<file path="src/rtl/layer_pkg.sv">
// layer_pkg
// Shared constants for the CNN layer sequencer:
//   LAYER_W        width of a layer code
//   START..FC8     layer codes in network order (START is the idle code)
//   state_t        scheduler FSM state encoding
//   is_last_layer  true for the final layer of the network
package layer_pkg;

  localparam int LAYER_W = 4;

  localparam logic [LAYER_W-1:0] START = LAYER_W'(0);
  localparam logic [LAYER_W-1:0] CONV1 = LAYER_W'(1);
  localparam logic [LAYER_W-1:0] POOL1 = LAYER_W'(2);
  localparam logic [LAYER_W-1:0] CONV2 = LAYER_W'(3);
  localparam logic [LAYER_W-1:0] POOL2 = LAYER_W'(4);
  localparam logic [LAYER_W-1:0] CONV3 = LAYER_W'(5);
  localparam logic [LAYER_W-1:0] CONV4 = LAYER_W'(6);
  localparam logic [LAYER_W-1:0] CONV5 = LAYER_W'(7);
  localparam logic [LAYER_W-1:0] POOL5 = LAYER_W'(8);
  localparam logic [LAYER_W-1:0] FC6   = LAYER_W'(9);
  localparam logic [LAYER_W-1:0] FC7   = LAYER_W'(10);
  localparam logic [LAYER_W-1:0] FC8   = LAYER_W'(11);

  typedef enum logic [2:0] {
    S_IDLE,
    S_LOAD,
    S_LAUNCH,
    S_WAIT,
    S_DONE
  } state_t;

  function automatic logic is_last_layer(input logic [LAYER_W-1:0] layer);
    return (layer == FC8);
  endfunction

endpackage

</file>
<file path="src/rtl/layer_scheduler.sv">
// layer_scheduler
// Walks the layer list CONV1..FC8. For each layer it streams the layer's
// weight words from PCIe into the weight RAM, launches the conv/pool engine
// and waits for it to report completion.
// Ports:
//   clk, rst            clock and synchronous active-high reset
//   start, abort        begin a network pass / cancel it
//   pcie_valid/data     incoming weight words; pcie_ready is the accept
//   cfg_layer/cfg_wlen  lookup into the external per-layer weight-count table
//   ld_we/addr/data     weight RAM write port
//   pe_layer/start/done conv/pool engine control
//   busy, finish        pass in progress / pass completed
module layer_scheduler
  import layer_pkg::*;
#(
  parameter int DATA_W  = 16,
  parameter int ADDR_W  = 16,
  parameter int LAYER_W = layer_pkg::LAYER_W
) (
  input  logic               clk,
  input  logic               rst,
  input  logic               start,
  input  logic               abort,
  input  logic               pcie_valid,
  input  logic [DATA_W-1:0]  pcie_data,
  output logic               pcie_ready,
  output logic [LAYER_W-1:0] cfg_layer,
  input  logic [ADDR_W-1:0]  cfg_wlen,
  output logic               ld_we,
  output logic [ADDR_W-1:0]  ld_addr,
  output logic [DATA_W-1:0]  ld_data,
  output logic [LAYER_W-1:0] pe_layer,
  output logic               pe_start,
  input  logic               pe_done,
  output logic               busy,
  output logic               finish
);

  state_t             r_state;
  logic [LAYER_W-1:0] r_layer;
  logic [ADDR_W-1:0]  r_count;

  state_t             w_state_nxt;
  logic [LAYER_W-1:0] w_layer_nxt;
  logic [ADDR_W-1:0]  w_count_nxt;

  // State, layer and word-count registers.
  always_ff @(posedge clk) begin
    if (rst) begin
      r_state <= S_IDLE;
      r_layer <= START;
      r_count <= '0;
    end else begin
      r_state <= w_state_nxt;
      r_layer <= w_layer_nxt;
      r_count <= w_count_nxt;
    end
  end

  // Next-state and output decode. The RAM write port is driven straight
  // from the handshake so a word lands in the same cycle it is accepted.
  // Abort is applied last so it overrides every transition and suppresses
  // a write that would otherwise happen in the same cycle.
  always_comb begin
    w_state_nxt = r_state;
    w_layer_nxt = r_layer;
    w_count_nxt = r_count;
    pcie_ready  = 1'b0;
    ld_we       = 1'b0;
    ld_addr     = '0;
    ld_data     = '0;
    pe_start    = 1'b0;

    case (r_state)
      S_IDLE, S_DONE: begin
        if (start) begin
          w_state_nxt = S_LOAD;
          w_layer_nxt = CONV1;
          w_count_nxt = '0;
        end
      end

      S_LOAD: begin
        // A zero weight count (pool layers) skips the transfer entirely.
        if (cfg_wlen == '0) begin
          w_state_nxt = S_LAUNCH;
        end else begin
          pcie_ready = 1'b1;
          if (pcie_valid) begin
            ld_we       = 1'b1;
            ld_addr     = r_count;
            ld_data     = pcie_data;
            w_count_nxt = r_count + ADDR_W'(1);
            if (r_count == cfg_wlen - ADDR_W'(1)) begin
              w_state_nxt = S_LAUNCH;
            end
          end
        end
      end

      S_LAUNCH: begin
        pe_start    = 1'b1;
        w_count_nxt = '0;
        w_state_nxt = S_WAIT;
      end

      S_WAIT: begin
        if (pe_done) begin
          if (is_last_layer(r_layer)) begin
            w_state_nxt = S_DONE;
          end else begin
            w_layer_nxt = r_layer + LAYER_W'(1);
            w_state_nxt = S_LOAD;
          end
        end
      end

      default: begin
        w_state_nxt = S_IDLE;
      end
    endcase

    if (abort) begin
      w_state_nxt = S_IDLE;
      w_layer_nxt = START;
      w_count_nxt = '0;
      ld_we       = 1'b0;
      ld_addr     = '0;
      ld_data     = '0;
    end
  end

  assign cfg_layer = r_layer;
  assign pe_layer  = r_layer;
  assign busy      = (r_state != S_IDLE) && (r_state != S_DONE);
  assign finish    = (r_state == S_DONE);

endmodule

</file>
<file path="config.mk">
export PLATFORM = sky130hd
export DESIGN_NAME = layer_scheduler
export DESIGN_NICKNAME = d
export VERILOG_FILES = /design/src/rtl/layer_pkg.sv /design/src/rtl/layer_scheduler.sv
export SDC_FILE = /design/constraint.sdc
export NUM_CORES = 1
export LEC_CHECK = 0
export CORE_ASPECT_RATIO = 1.25
export CORE_MARGIN = 2
export CORE_UTILIZATION = 44
export CTS_CLUSTER_SIZE = 20
export DETAILED_ROUTE_END_ITERATION = 10
export MAX_ROUTING_LAYER = met4
export PLACE_DENSITY = 0.82
export REMOVE_ABC_BUFFERS = 1
export SYNTH_ARGS = -nofsm -noshare
export SYNTH_HDL_FRONTEND = slang
export SYNTH_SLANG_ARGS = --single-unit
</file>
<file path="constraint.sdc">
create_clock -name clk -period 2.65 [get_ports clk]
set_input_delay 0.53 -clock clk [delete_from_list [all_inputs] [get_ports clk]]
set_output_delay 0.53 -clock clk [all_outputs]
set_load 0.02 [all_outputs]
</file>
==> results of run 1 <==
-- stage by stage --
step / util, % / instances / hold WS [ps] / total power, uW / setup slack (ps)
2_1_floorplan: - / 242 / 491.1 / 448.4 / -886.3
3_3_place_gp: 71.99 / 425 / 531.8 / 587.7 / -598.9
3_5_place_dp: 71.99 / 425 / 530.0 / 591.0 / -637.4
4_1_cts: 78.72 / 439 / 548.0 / 827.0 / 4.013
5_1_grt: 78.12 / 442 / 616.5 / 865.5 / -3.778
6_report: 78.12 / 442 / 578.1 / 832.7 / 48.73
-- cell families after synthesis --
kind of cell	synth area share, %
XOR/XNOR	15.69
adder cells (fa/ha/maj)	2.491
multiplexers	1.993
buffers and inverters	5.728
flip-flops	22.91
AO/OA/AOI/OAI	16.50
AND/OR/NAND/NOR	34.68
-- timing repair --
action / in CTS / in global routing
setup buffers: 7 / 2
pin swaps: 12 / 7
gates cloned: 3 / 0
endpoints found under the setup margin: 36 / 14
resized for setup: 241 / 23
-- area by class of cell --
class	count	area (sq um)
diodes	1	2.502
clock inverters	1	5.005
fillers	289	960.9
clock buffers	3	41.29
flip-flops and latches	23	460.4
repair buffers	137	1261
multi-input cells	210	1554
inverters	9	33.78
well taps	58	72.57
-- per-layer routing --
layer  wire, microns  up-vias  global-route usage, %
li1                -     1143                      -
met1            2672     1154                  31.48
met2            3910      111                  56.98
met3             409       25                  3.526
met4             252        0                  14.26
met5               0        -                      -
-- power by group --
group          switching, uW  internal [uW]  total [uW]
Sequential              3.39            348         351
Combinational            118            138         255
Clock                    121            105         226
Total                    242            591         833
-- path summary, 6_finish.rpt --
path	from	endpoint	slack, ps	depth (start not counted)
hold reg to reg	cfg_layer[1]	cfg_layer[1]	580	2
setup / recovery	cfg_wlen[10]	ld_addr[0]	50	10
hold / removal	cfg_layer[1]	cfg_layer[1]	580	2
setup reg to reg	r_count[3]	r_state[1]	460	7
-- state kept, by name, indices dropped and copies added, names as in the netlist --
| name | flops |
|---|---|
| cfg_layer | 4 |
| r_count | 16 |
| r_state | 3 |
-- Yosys cell counts, types with 3 or more instances --
master	n	share of area, %
a21o_1	3	1.1
a21oi_1	7	1.7
and2_1	32	10
buf_4	4	1.5
clkbuf_1	8	1.5
dfxtp_1	23	23
ha_1	4	2.5
inv_1	9	1.7
mux2i_1	4	2.0
nand2_1	18	3.4
nand2b_1	4	1.2
nand3_1	8	2.0
nand4_1	8	2.5
nor2_1	26	4.9
nor2b_1	3	0.93
nor3_1	5	1.2
nor4_1	3	0.93
o21ai_0	10	2.5
or3_1	5	1.6
xnor2_1	16	7.0
xor2_1	20	8.7
-- worst register-to-register path, stage by stage, from the launching register on --
cell and delay (ps):
dfxtp_1 470, xor2_1 130, or4b_1 560, o41a_1 150, o31ai_1 80, o2111ai_1 220
o31ai_2 330, a31o_1 190
==> results.md, run 1 <==
- Slew at the pin closest to its max-slew limit: 569.0 ps
- Prevailing post-synth register cell: dfxtp_1
- Per-cell via count in the routed design: 5.505
- Highest Clock Rate: 384.4 MHz
- Dominant cell type by count on the critical path: buf_6
- Width of the chip: 64.45 microns
- Area of the mapped netlist: 2009 sq um
- Post-CTS clock slew at the launch and capture registers of the worst setup and hold paths: 90 ps
- Overall fraction of global-route tracks in use: 30.43%
- Slowest stage cell, crit path: bufbuf_16
- CTS H-tree lvls: 1
- Setup skew after layout: 2.600 ps
- First-iteration detailed-routing DRC count: 144
- Port-buffer cells: 82
- WL final: 7244 microns
- Yosys Warn Count: 0
- Initial standard-cell utilization of the core: 45.75%
- Post-layout minimum cycle time: 2601 ps
- Synthesized area per cell: 7.819 sq um
- Path class of the lowest-slack min-delay path: flip-flop to flip-flop
- Via count of the first global-routing pass: 2422
- Max Buffers Root-to-Sink: 2
- Leak pwr: 0.001438 uW
- Layout-stage area growth over the synthesis result: 70.73%
- Remaining global-route overflow: 0
- Power Density: 242.7 nW/um^2
- Count of buffering cells on the critical path with inverters included: 5
- Vias after detailed routing: 2433
- Count of mapped cells out of synthesis: 257
- Antenna violations before repair: 1
- Max capacitance violation total: 0
- Cell area after layout: 3431 sq um
- Net total in the final layout: 426
- Setup violators final: 0
- Core Rows: 27
- Cell variety after synth: 52
- Arr. time, crit path: 2070 ps
- Most frequent cells in the layout: buf_4 (61), clkdlybuf4s50_1 (32), nor2_1 (26)
- Area enclosed by the die boundary: 5127 sq um
- Wire length of the first global-routing pass: 11730 microns
- Maximum number of pins on one net before global-route repair: 17
- Wire length per cell: 16.39 microns
- Accumulated negative setup slack: 0 ps
- Leading cell type in the layout, fill and taps excluded: buf_4
- Worst Setup Start Kind: primary input
- Hold Vio Cnt, Final: 0
- Number of enable-type register cells in the synthesized netlist: 0
- Largest fanout of any net on the critical path: 4
- Category of the critical setup timing path: primary input to output port
- # DRC: 0
- Sequential element share of the synthesized area: 22.91%
- Element type at the critical path end: output port
- Gp weighted congestion: 0.8690
- Core Region: 4392 sq um
- Number of sinks handled by clock tree synthesis: 23
- Period utilisation layout: 98.16%
- Slew Limit Fails: 0
- #FFs+latches synth: 23
- Detail Placement HPWL: 4771 microns
- Clk Tree Root Cell: clkbuf_8
- Residual antenna-violating net count after detailed routing: 0
- Slew HR: 61.97%
- TritonCTS clock tree: built
- Vertical die dimension: 79.56 microns
- Hold buffer count at cts: 0
- Async SR Flop Fraction: 0%
- Number of optimization iterations in the first detailed-route pass: 6
- Largest delay share family, worst path: buffers and inverters
- Run status: finished, final reports clean
- Number of buffers added by the clock tree synthesis step: 3
- Area post-placement: 3162 sq um
- Worst ir drop on vdd: 199.4 uV
- Number of top-level design ports: 83
- Data required time of the worst path: 2120 ps
- Series of cell instances along the critical path: clkdlybuf4s15_2, nor3_2, buf_4, nand4_4, o21ai_4, nor3b_4, buf_6, bufbuf_16, and2_4, buf_6
- Proportion of layout cells with a drive suffix above 1: 37.34%
- Slowest stage delay, CP: 260 ps
- Insertion delay of the later-clocked pin in the worst-skew pair: 270 ps
(Power assumes the default switching activity.)
==> inputs of run 2 (changes only) <==
Settings changed: CAP_MARGIN set to 15.
==> results of run 2 <==
Final layout, timing and power as in run 1 (identical DEF).
